**src/rtl/retire_rat.sv**
```systemverilog
// Retirement RAT: holds the committed arch->phys map, returns displaced physical
// registers to the free list, and streams the map to the front-end RAT on a mispredict.
module retire_rat #(
  parameter int PREG_W    = 6,
  parameter int ARCH_REGS = 32
) (
  input  logic              clk,
  input  logic              rst,
  input  logic              commit_valid,
  input  logic              commit_regwrite,
  input  logic [4:0]        commit_arch_rd,
  input  logic [PREG_W-1:0] commit_phys_rd,
  input  logic              commit_mispredict,
  output logic              commit_ready,
  output logic              free_enqueue,
  output logic [PREG_W-1:0] free_wdata,
  output logic              flush,
  output logic              restore_valid,
  output logic [4:0]        restore_arch_idx,
  output logic [PREG_W-1:0] restore_phys,
  output logic              restore_done
);

  localparam logic [4:0] LAST_IDX = 5'(ARCH_REGS - 1);

  typedef enum logic {IDLE, RESTORE} state_e;

  state_e            state_q, state_d;
  logic [4:0]        rcnt_q, rcnt_d;
  logic [PREG_W-1:0] rrat_q [ARCH_REGS];

  logic              ready_q, ready_d;
  logic              enq_q, enq_d;
  logic [PREG_W-1:0] wdata_q, wdata_d;
  logic              flush_q, flush_d;
  logic              rvld_q, rvld_d;
  logic [4:0]        ridx_q, ridx_d;
  logic [PREG_W-1:0] rphys_q, rphys_d;
  logic              rdone_q, rdone_d;

  logic accept, upd, mispred, last_beat;

  // Commits are only honoured while ready is high; anything else is dropped.
  assign accept    = commit_valid && ready_q && (state_q == IDLE);
  assign upd       = accept && commit_regwrite && (commit_arch_rd != 5'd0);
  assign mispred   = accept && commit_mispredict;
  assign last_beat = (state_q == RESTORE) && (rcnt_q == LAST_IDX);

  always_comb begin
    state_d = state_q;
    rcnt_d  = rcnt_q;
    unique case (state_q)
      IDLE: begin
        if (mispred) begin
          state_d = RESTORE;
          rcnt_d  = '0;
        end
      end
      RESTORE: begin
        rcnt_d = last_beat ? 5'd0 : rcnt_q + 5'd1;
        if (last_beat) state_d = IDLE;
      end
      default: state_d = IDLE;
    endcase
  end

  always_comb begin
    enq_d   = upd;
    wdata_d = upd ? rrat_q[commit_arch_rd] : wdata_q;
    flush_d = mispred;
    rvld_d  = (state_q == RESTORE);
    ridx_d  = (state_q == RESTORE) ? rcnt_q : ridx_q;
    rphys_d = (state_q == RESTORE) ? rrat_q[rcnt_q] : rphys_q;
    // done and ready follow the last beat by one cycle, so the last beat is on the wire first
    rdone_d = rvld_q && (ridx_q == LAST_IDX);
    ready_d = ready_q;
    if (mispred) ready_d = 1'b0;
    if (rdone_d) ready_d = 1'b1;
  end

  always_ff @(posedge clk) begin
    if (rst) begin
      state_q <= IDLE;
      rcnt_q  <= '0;
      ready_q <= 1'b1;
      enq_q   <= 1'b0;
      wdata_q <= '0;
      flush_q <= 1'b0;
      rvld_q  <= 1'b0;
      ridx_q  <= '0;
      rphys_q <= '0;
      rdone_q <= 1'b0;
    end else begin
      state_q <= state_d;
      rcnt_q  <= rcnt_d;
      ready_q <= ready_d;
      enq_q   <= enq_d;
      wdata_q <= wdata_d;
      flush_q <= flush_d;
      rvld_q  <= rvld_d;
      ridx_q  <= ridx_d;
      rphys_q <= rphys_d;
      rdone_q <= rdone_d;
    end
  end

  // Table write lands at the edge, so a same-rd commit next cycle reads the new value.
  always_ff @(posedge clk) begin
    if (rst) begin
      for (int i = 0; i < ARCH_REGS; i++) rrat_q[i] <= PREG_W'(i);
    end else if (upd) begin
      rrat_q[commit_arch_rd] <= commit_phys_rd;
    end
  end

  assign commit_ready     = ready_q;
  assign free_enqueue     = enq_q;
  assign free_wdata       = wdata_q;
  assign flush            = flush_q;
  assign restore_valid    = rvld_q;
  assign restore_arch_idx = ridx_q;
  assign restore_phys     = rphys_q;
  assign restore_done     = rdone_q;

endmodule

```
**config.mk**
```make
export PLATFORM = sky130hd
export DESIGN_NAME = retire_rat
export DESIGN_NICKNAME = d
export VERILOG_FILES = /design/src/rtl/retire_rat.sv
export SDC_FILE = /design/constraint.sdc
export NUM_CORES = 1
export LEC_CHECK = 0
export ABC_CLOCK_PERIOD_IN_PS = 6700
export CAP_MARGIN = 40
export CORE_MARGIN = 2
export CORE_UTILIZATION = 30
export DETAILED_ROUTE_END_ITERATION = 8
export GPL_ROUTABILITY_DRIVEN = 1
export SYNTH_ARGS = -nofsm -noshare
export SYNTH_HDL_FRONTEND = slang
export SYNTH_SLANG_ARGS = --single-unit
```
**constraint.sdc**
```tcl
create_clock -name clk -period 6.7 [get_ports clk]
set_input_delay 1.005 -clock clk [delete_from_list [all_inputs] [get_ports clk]]
set_output_delay 1.005 -clock clk [all_outputs]
set_load 0.005 [all_outputs]
```
==> flow_summary_export.csv, run 1 <==
group,metric,value,unit
clock_network,post-cts-setup-buffers,0,
finish,layout.cells.most_common,"sky130_fd_sc_hd__edfxtp_1",
synth,yosys.cell_types.count,54,
timing,tightest_slew,0.9137,ns
setup_path,worst_path_dominant_cell_family,"simple AND/OR/NAND/NOR gates",
pwr,switching_power_of_the_nets,786.6,uW
clock_network,htreeDepth,1,
global_route,antenna_violations_before_repair,0,
finish,area_delta_synth_final,15.25,%
routing,detailroute.via_count,7829,
pwr,cellPowerDensity,253.4,nW/um^2
setup_path,worst_endpoint_required_time,6.85,ns
timing,grt_setup_unrepaired,"false",
clock_network,numClockSinks,220,
floorplan,rows,72,
pwr,p_int,2.640,mW
pwr,total_leakage_power,3.990,nW
clock_network,insertion_delay,0.55,ns
clock_network,cts_made_buffers,25,
clock_network,holdBufCountCts,0,
routing,drtIter0Drc,884,
setup_path,worstPathCellList,"clkdlybuf4s50_1 > nor2b_1 > nand2_1 > o21ai_0",
placement,finalWeightedCongestion,0.8915,
pwr,comb_power_share,0.090,
clock_network,cts_repair_resize_count,0,
pwr,p_clk_frac,0.457,
timing,report.final.slew_viol_count,0,
status,status,"finished, final reports clean",
timing,final.period_utilization,0.5455,
timing,fin_skew,0.03255,ns
finish,final_nets,923,
min_path,holdCritPathClass,"flip-flop to flip-flop",
finish,finish.instance_area,13520,sq um
global_route,grt_pass1_vias,7731,
global_route,grt_usage,0.1710,
synth,postSynthAreaPerCell,13.07,sq um
synth,synth_seq_area_share,0.5391,
timing,tns,0,ns
floorplan,floorplan.initialDensity,0.3036,
timing,finalSetupViolations,0,
timing,fin_hold_ws,0.4831,ns
synth,postSynthCellCount,898,
job,max_cap_viol_count,0,
synth,synth.cell_area,11730,sq um
routing,first_pass_iters,5,
setup_path,crit_path_max_fanout,17,
timing,fmax,273.6,MHz
pwr,share_seq_of_total_power,0.453,
synth,dominantRegCellSynth,"sky130_fd_sc_hd__edfxtp_1",
timing,finalHoldViolations,0,
setup_path,critPathLaunchType,"primary input",
clock_network,cts_root_buffer,"sky130_fd_sc_hd__clkbuf_16",
setup_path,reg2reg_setup_slack,3.72,ns
finish,drive_above_1_share,0.2013,
placement,portbufs,37,
synth,synth-seq-cells,220,
clock_network,maximum_clock_path_buffer_count,3,
routing,drt_drc_violations_left,0,
synth,synth_edf_count,192,
floorplan,num_io_pins,38,
timing,finalWorstPathRequiredPeriod,3.655,ns
synth,async_reset_ff_frac,0,
setup_path,max_stage_delay,0.84,ns
floorplan,die_height,201.8,um
routing,number_of_vias_per_cell_after_detailed_routing,5.429,
finish,diodes,0,
pwr,switching_share,0.2296,
floorplan,floorplan.core_area,38650,sq um
finish,num-fill-cells,3727,
routing,routed_wirelength,34580,um
floorplan,die_area,40710,sq um
setup_path,worst_path_buf_inv,1,
timing,final_critical_path_setup_slack,3.045,ns
routing,final_antenna_net_count,0,
synth,ys.warnings.count,0,
global_route,grt_first_pass_wirelength,52140,um
setup_path,cp_data_arrival_time,3.80,ns
floorplan,die_width,201.8,um
clock_network,clock_transition_time_at_the_flip_flop_clock_pins_of_the_worst_setup_and_hold_paths,0.06,ns
global_route,grt_remaining_overflow,0,
setup_path,worstSetupPathType,"primary input to flip-flop",
placement,hpwl,23820,um
placement,dp_slack,2.616,ns
setup_path,worst_setup_path_end_kind,"flip-flop",
setup_path,timing.critical_path.slowest_stage_cell,"sky130_fd_sc_hd__clkdlybuf4s50_1",
clock_network,tritoncts_clock_tree,"built",
placement,dpl_cell_area,12600,sq um
timing,max-slew-margin-rel,0.3896,
routing,routed_length_per_placed_instance,23.98,um
pwr,peakVddDrop,175.0,uV
finish,layout.cells.most_common_list,"sky130_fd_sc_hd__edfxtp_1 (192), sky130_fd_sc_hd__mux4_2 (70), sky130_fd_sc_hd__mux2i_1 (69)",
global_route,grt_max_degree,52,
Yosys cell counts, drive strengths merged (4+ instances only):
library cell / n / area [sq um]
nand3: 14 / 70.07
o21ai: 16 / 80.08
mux4: 70 / 1577
nor3: 34 / 185.2
o22a: 5 / 43.79
nand4: 4 / 25.02
and2: 47 / 294.0
clkbuf: 51 / 191.4
dfxtp: 28 / 560.5
nor2: 32 / 120.1
nor4: 33 / 244.0
a211oi: 4 / 30.03
edfxtp: 192 / 5766
or3: 29 / 181.4
nand2b: 29 / 181.4
a22oi: 24 / 180.2
mux2i: 69 / 690.7
nand2: 65 / 244.0
or2: 22 / 137.6
a21oi: 11 / 55.05
inv: 4 / 15.01
nor2b: 12 / 75.07
buf: 33 / 185.2
a31oi: 6 / 37.54
and3: 15 / 93.84
a41oi: 8 / 70.07
mux2: 14 / 157.7
worst reg2reg max path, delay by kind of cell (launching register included):
family                 cells  cell delay (ns)
AND/OR/NAND/NOR            4             1.74
buffers and inverters      1             0.43
flip-flops                 1             0.55
logic make-up after synthesis:
| family | after synthesis | share of synthesized area |
|---|---|---|
| mux | 153 | 0.2067 |
| flops | 220 | 0.5391 |
| compound gates | 86 | 0.05172 |
| buf+inv | 91 | 0.03433 |
| fa+ha+maj | 2 | 0.002132 |
| simple gates | 343 | 0.1642 |
| xor+xnor | 2 | 0.001493 |
| other cells | 1 | 0.0003196 |
power groups by stage:
stage / registers [mW] / clock network, mW / logic (mW)
global placement: 1.58 / 0 / 0.297
finish: 1.55 / 1.57 / 0.308
detailed placement: 1.58 / 0 / 0.305
CTS: 1.55 / 1.58 / 0.306
floorplan: 1.56 / 0 / 0.202
global route: 1.56 / 1.64 / 0.327
metrics by stage:
stage,total power [mW],cells,util
after floorplan,1.766,903,-
after global placement,1.878,1391,0.3238
after detailed placement,1.887,1396,0.3259
after CTS,3.435,1442,0.3499
after global routing,3.519,1442,0.3499
final,3.427,1442,0.3499
state kept, by name, indices dropped and copies added (netlist names), 5 cells and up:
name,flops
restore_phys,6
restore_arch_idx,5
rrat_q,192
rcnt_q,5
free_wdata,6
worst paths after layout:
| kind | startpoint | endpoint | depth (start not counted) |
|---|---|---|---|
| setup / recovery | commit_arch_rd[4] | rrat_q[19][3] | 4 |
| hold / removal | restore_valid | restore_done | 2 |
| setup reg to reg | rvld_d | rrat_q[13][5] | 5 |
| hold reg to reg | restore_valid | restore_done | 2 |
cell type report:
class                      instances  area (sq um)  area share
clock buffer                      31         648.1     0.04793
timing repair buffer              59         560.5     0.04145
sequential                       220          6331      0.4682
inverter                           7         26.28    0.001943
tap                              518         648.1     0.04793
clock inverter                    15         279.0     0.02063
multi-input combinational        592          5030      0.3719
per-layer routing:
layer,wire [um],part of all wire,global-route usage
met1,15120,0.44,0.2511
met2,15980,0.46,0.2650
met3,2776,0.080,0.02773
met4,713,0.021,0.04044
met5,0,0,0
Power figures use the tool's default switching activity.
==> inputs of run 2 (changes only) <==
--- a/config.mk
+++ b/config.mk
@@ -5,7 +5,7 @@
 export SDC_FILE = /design/constraint.sdc
 export NUM_CORES = 1
 export LEC_CHECK = 0
-export ABC_CLOCK_PERIOD_IN_PS = 6700
+export ABC_CLOCK_PERIOD_IN_PS = 3600
 export CAP_MARGIN = 40
 export CORE_MARGIN = 2
 export CORE_UTILIZATION = 30
==> constraint.sdc (replaced) <==
create_clock -name clk -period 3.6 [get_ports clk]
set_input_delay 0.54 -clock clk [delete_from_list [all_inputs] [get_ports clk]]
set_output_delay 0.54 -clock clk [all_outputs]
set_load 0.005 [all_outputs]
==> run 2 against run 1 <==
Worst setup slack worse by 2.4 ns. Die area stayed put. Cell count is 1.8% higher. Routed wire length is 1.4% higher. Sequential power is 87% higher. Via count is 2.7% higher. Flip-flop and latch count stayed put. First-iteration DRC count is 3.5% higher. Clock-buffer cell count is 1 higher. Cell area is 0.86% higher. Global-route usage is 0.093 points higher. Hold slack better by 0.0043 ns. Largest cell class unchanged. Largest power group is now sequential cells.
==> flow_summary_export.csv, run 2 (synthesis results as in run 1) <==
group,metric,value,unit
clock_network,post-cts-setup-buffers,0,
status,status,"finished, final reports clean",
timing,finalSetupViolations,0,
floorplan,floorplan.initialDensity,0.3036,
setup_path,cp_data_arrival_time,3.15,ns
global_route,grt_pass1_vias,8011,
floorplan,die_height,201.8,um
timing,finalHoldViolations,0,
timing,final.period_utilization,0.8145,
pwr,total_leakage_power,4.073,nW
global_route,grt_first_pass_wirelength,52760,um
routing,final_antenna_net_count,0,
finish,layout.cells.most_common_list,"sky130_fd_sc_hd__edfxtp_1 (192), sky130_fd_sc_hd__mux4_2 (70), sky130_fd_sc_hd__mux2i_1 (69)",
setup_path,worstSetupPathType,"flip-flop to flip-flop",
clock_network,cts_root_buffer,"sky130_fd_sc_hd__clkbuf_16",
floorplan,floorplan.core_area,38650,sq um
timing,max-slew-margin-rel,0.3848,
pwr,peakVddDrop,264.0,uV
placement,portbufs,37,
floorplan,rows,72,
routing,detailroute.via_count,8042,
timing,finalWorstPathRequiredPeriod,2.932,ns
finish,finish.instance_area,13640,sq um
global_route,grt_max_degree,54,
timing,fin_skew,0.02017,ns
setup_path,worst_setup_path_end_kind,"flip-flop",
timing,grt_setup_unrepaired,"false",
job,max_cap_viol_count,0,
finish,diodes,0,
timing,tns,0,ns
finish,flip_flop_count_of_the_largest_register_all_copies_and_words_added,192,
finish,largest-register,"rrat_q",
pwr,cellPowerDensity,449.8,nW/um^2
clock_network,holdBufCountCts,0,
timing,final_critical_path_setup_slack,0.6678,ns
finish,drive_above_1_share,0.2211,
routing,routed_wirelength,35070,um
clock_network,tritoncts_clock_tree,"built",
global_route,antenna_violations_before_repair,0,
clock_network,insertion_delay,0.54,ns
global_route,grt_usage,0.1720,
routing,first_pass_iters,5,
placement,dp_slack,0.4339,ns
min_path,holdCritPathClass,"flip-flop to flip-flop",
finish,area_delta_synth_final,16.24,%
finish,layout.cells.most_common,"sky130_fd_sc_hd__edfxtp_1",
floorplan,num_io_pins,38,
timing,report.final.slew_viol_count,0,
global_route,grt_remaining_overflow,0,
clock_network,clock_transition_time_at_the_flip_flop_clock_pins_of_the_worst_setup_and_hold_paths,0.06,ns
routing,drtIter0Drc,915,
clock_network,cts_made_buffers,26,
floorplan,die_area,40710,sq um
setup_path,worst_endpoint_required_time,3.82,ns
routing,number_of_vias_per_cell_after_detailed_routing,5.478,
clock_network,htreeDepth,1,
routing,routed_length_per_placed_instance,23.89,um
routing,drt_drc_violations_left,0,
setup_path,crit_path_max_fanout,14,
placement,finalWeightedCongestion,0.9169,
placement,dpl_cell_area,12790,sq um
placement,hpwl,24890,um
finish,num-fill-cells,3771,
timing,tightest_slew,0.9199,ns
clock_network,numClockSinks,220,
clock_network,maximum_clock_path_buffer_count,3,
clock_network,cts_repair_resize_count,0,
floorplan,die_width,201.8,um
setup_path,critPathLaunchType,"flip-flop",
timing,fmax,341.0,MHz
finish,final_nets,949,
pwr,p_total,6.134,mW
==> run 2: final timing paths <==
path	start	endpoint	slack (ns)	cells past startpoint
setup reg to reg	commit_ready	rrat_q[20][2]	0.67	5
hold reg to reg	restore_valid	restore_done	0.49	2
setup / recovery	commit_ready	rrat_q[20][2]	0.67	5
hold / removal	restore_valid	restore_done	0.49	2
==> run 2: stage by stage <==
step	utilization	instances	hold slack, ns
detailed placement	0.3310	1421	0.4787
floorplan	-	903	0.4615
global route	0.3529	1468	0.4740
global placement	0.3306	1420	0.4789
CTS	0.3529	1468	0.4505
finish	0.3529	1468	0.4874
==> run 2: layout make-up <==
| cell class | instances | area (sq um) | area share |
|---|---|---|---|
| Multi-Input combinational cell | 592 | 5030 | 0.3688 |
| Inverter | 7 | 26.28 | 0.001926 |
| Clock buffer | 32 | 694.4 | 0.05091 |
| Timing Repair Buffer | 84 | 755.7 | 0.05541 |
| Sequential cell | 220 | 6331 | 0.4642 |
| Tap cell | 518 | 648.1 | 0.04752 |
| Clock inverter | 15 | 153.9 | 0.01128 |
==> run 2: worst max-delay path: stages (launching register included) <==
cell	delay (ns)
sky130_fd_sc_hd__dfxtp_1	0.56
sky130_fd_sc_hd__or3b_4	0.49
sky130_fd_sc_hd__or3_1	0.50
sky130_fd_sc_hd__buf_4	0.26
sky130_fd_sc_hd__nor3_2	0.49
sky130_fd_sc_hd__or2_2	0.33
==> run 2: power by group <==
| group | internal (mW) | switching (mW) | total, mW |
|---|---|---|---|
| Combinational | 0.240 | 0.336 | 0.576 |
| Clock | 1.58 | 1.08 | 2.65 |
| Sequential | 2.84 | 0.0681 | 2.90 |
==> run 2: metal layers <==
metal / global-route usage / vias up / wire, um
met5: 0 / - / 0
met2: 0.2707 / 328 / 15940
met4: 0.03965 / 0 / 785
met3: 0.03031 / 49 / 2948
li1: - / 3539 / -
met1: 0.2478 / 4126 / 15400
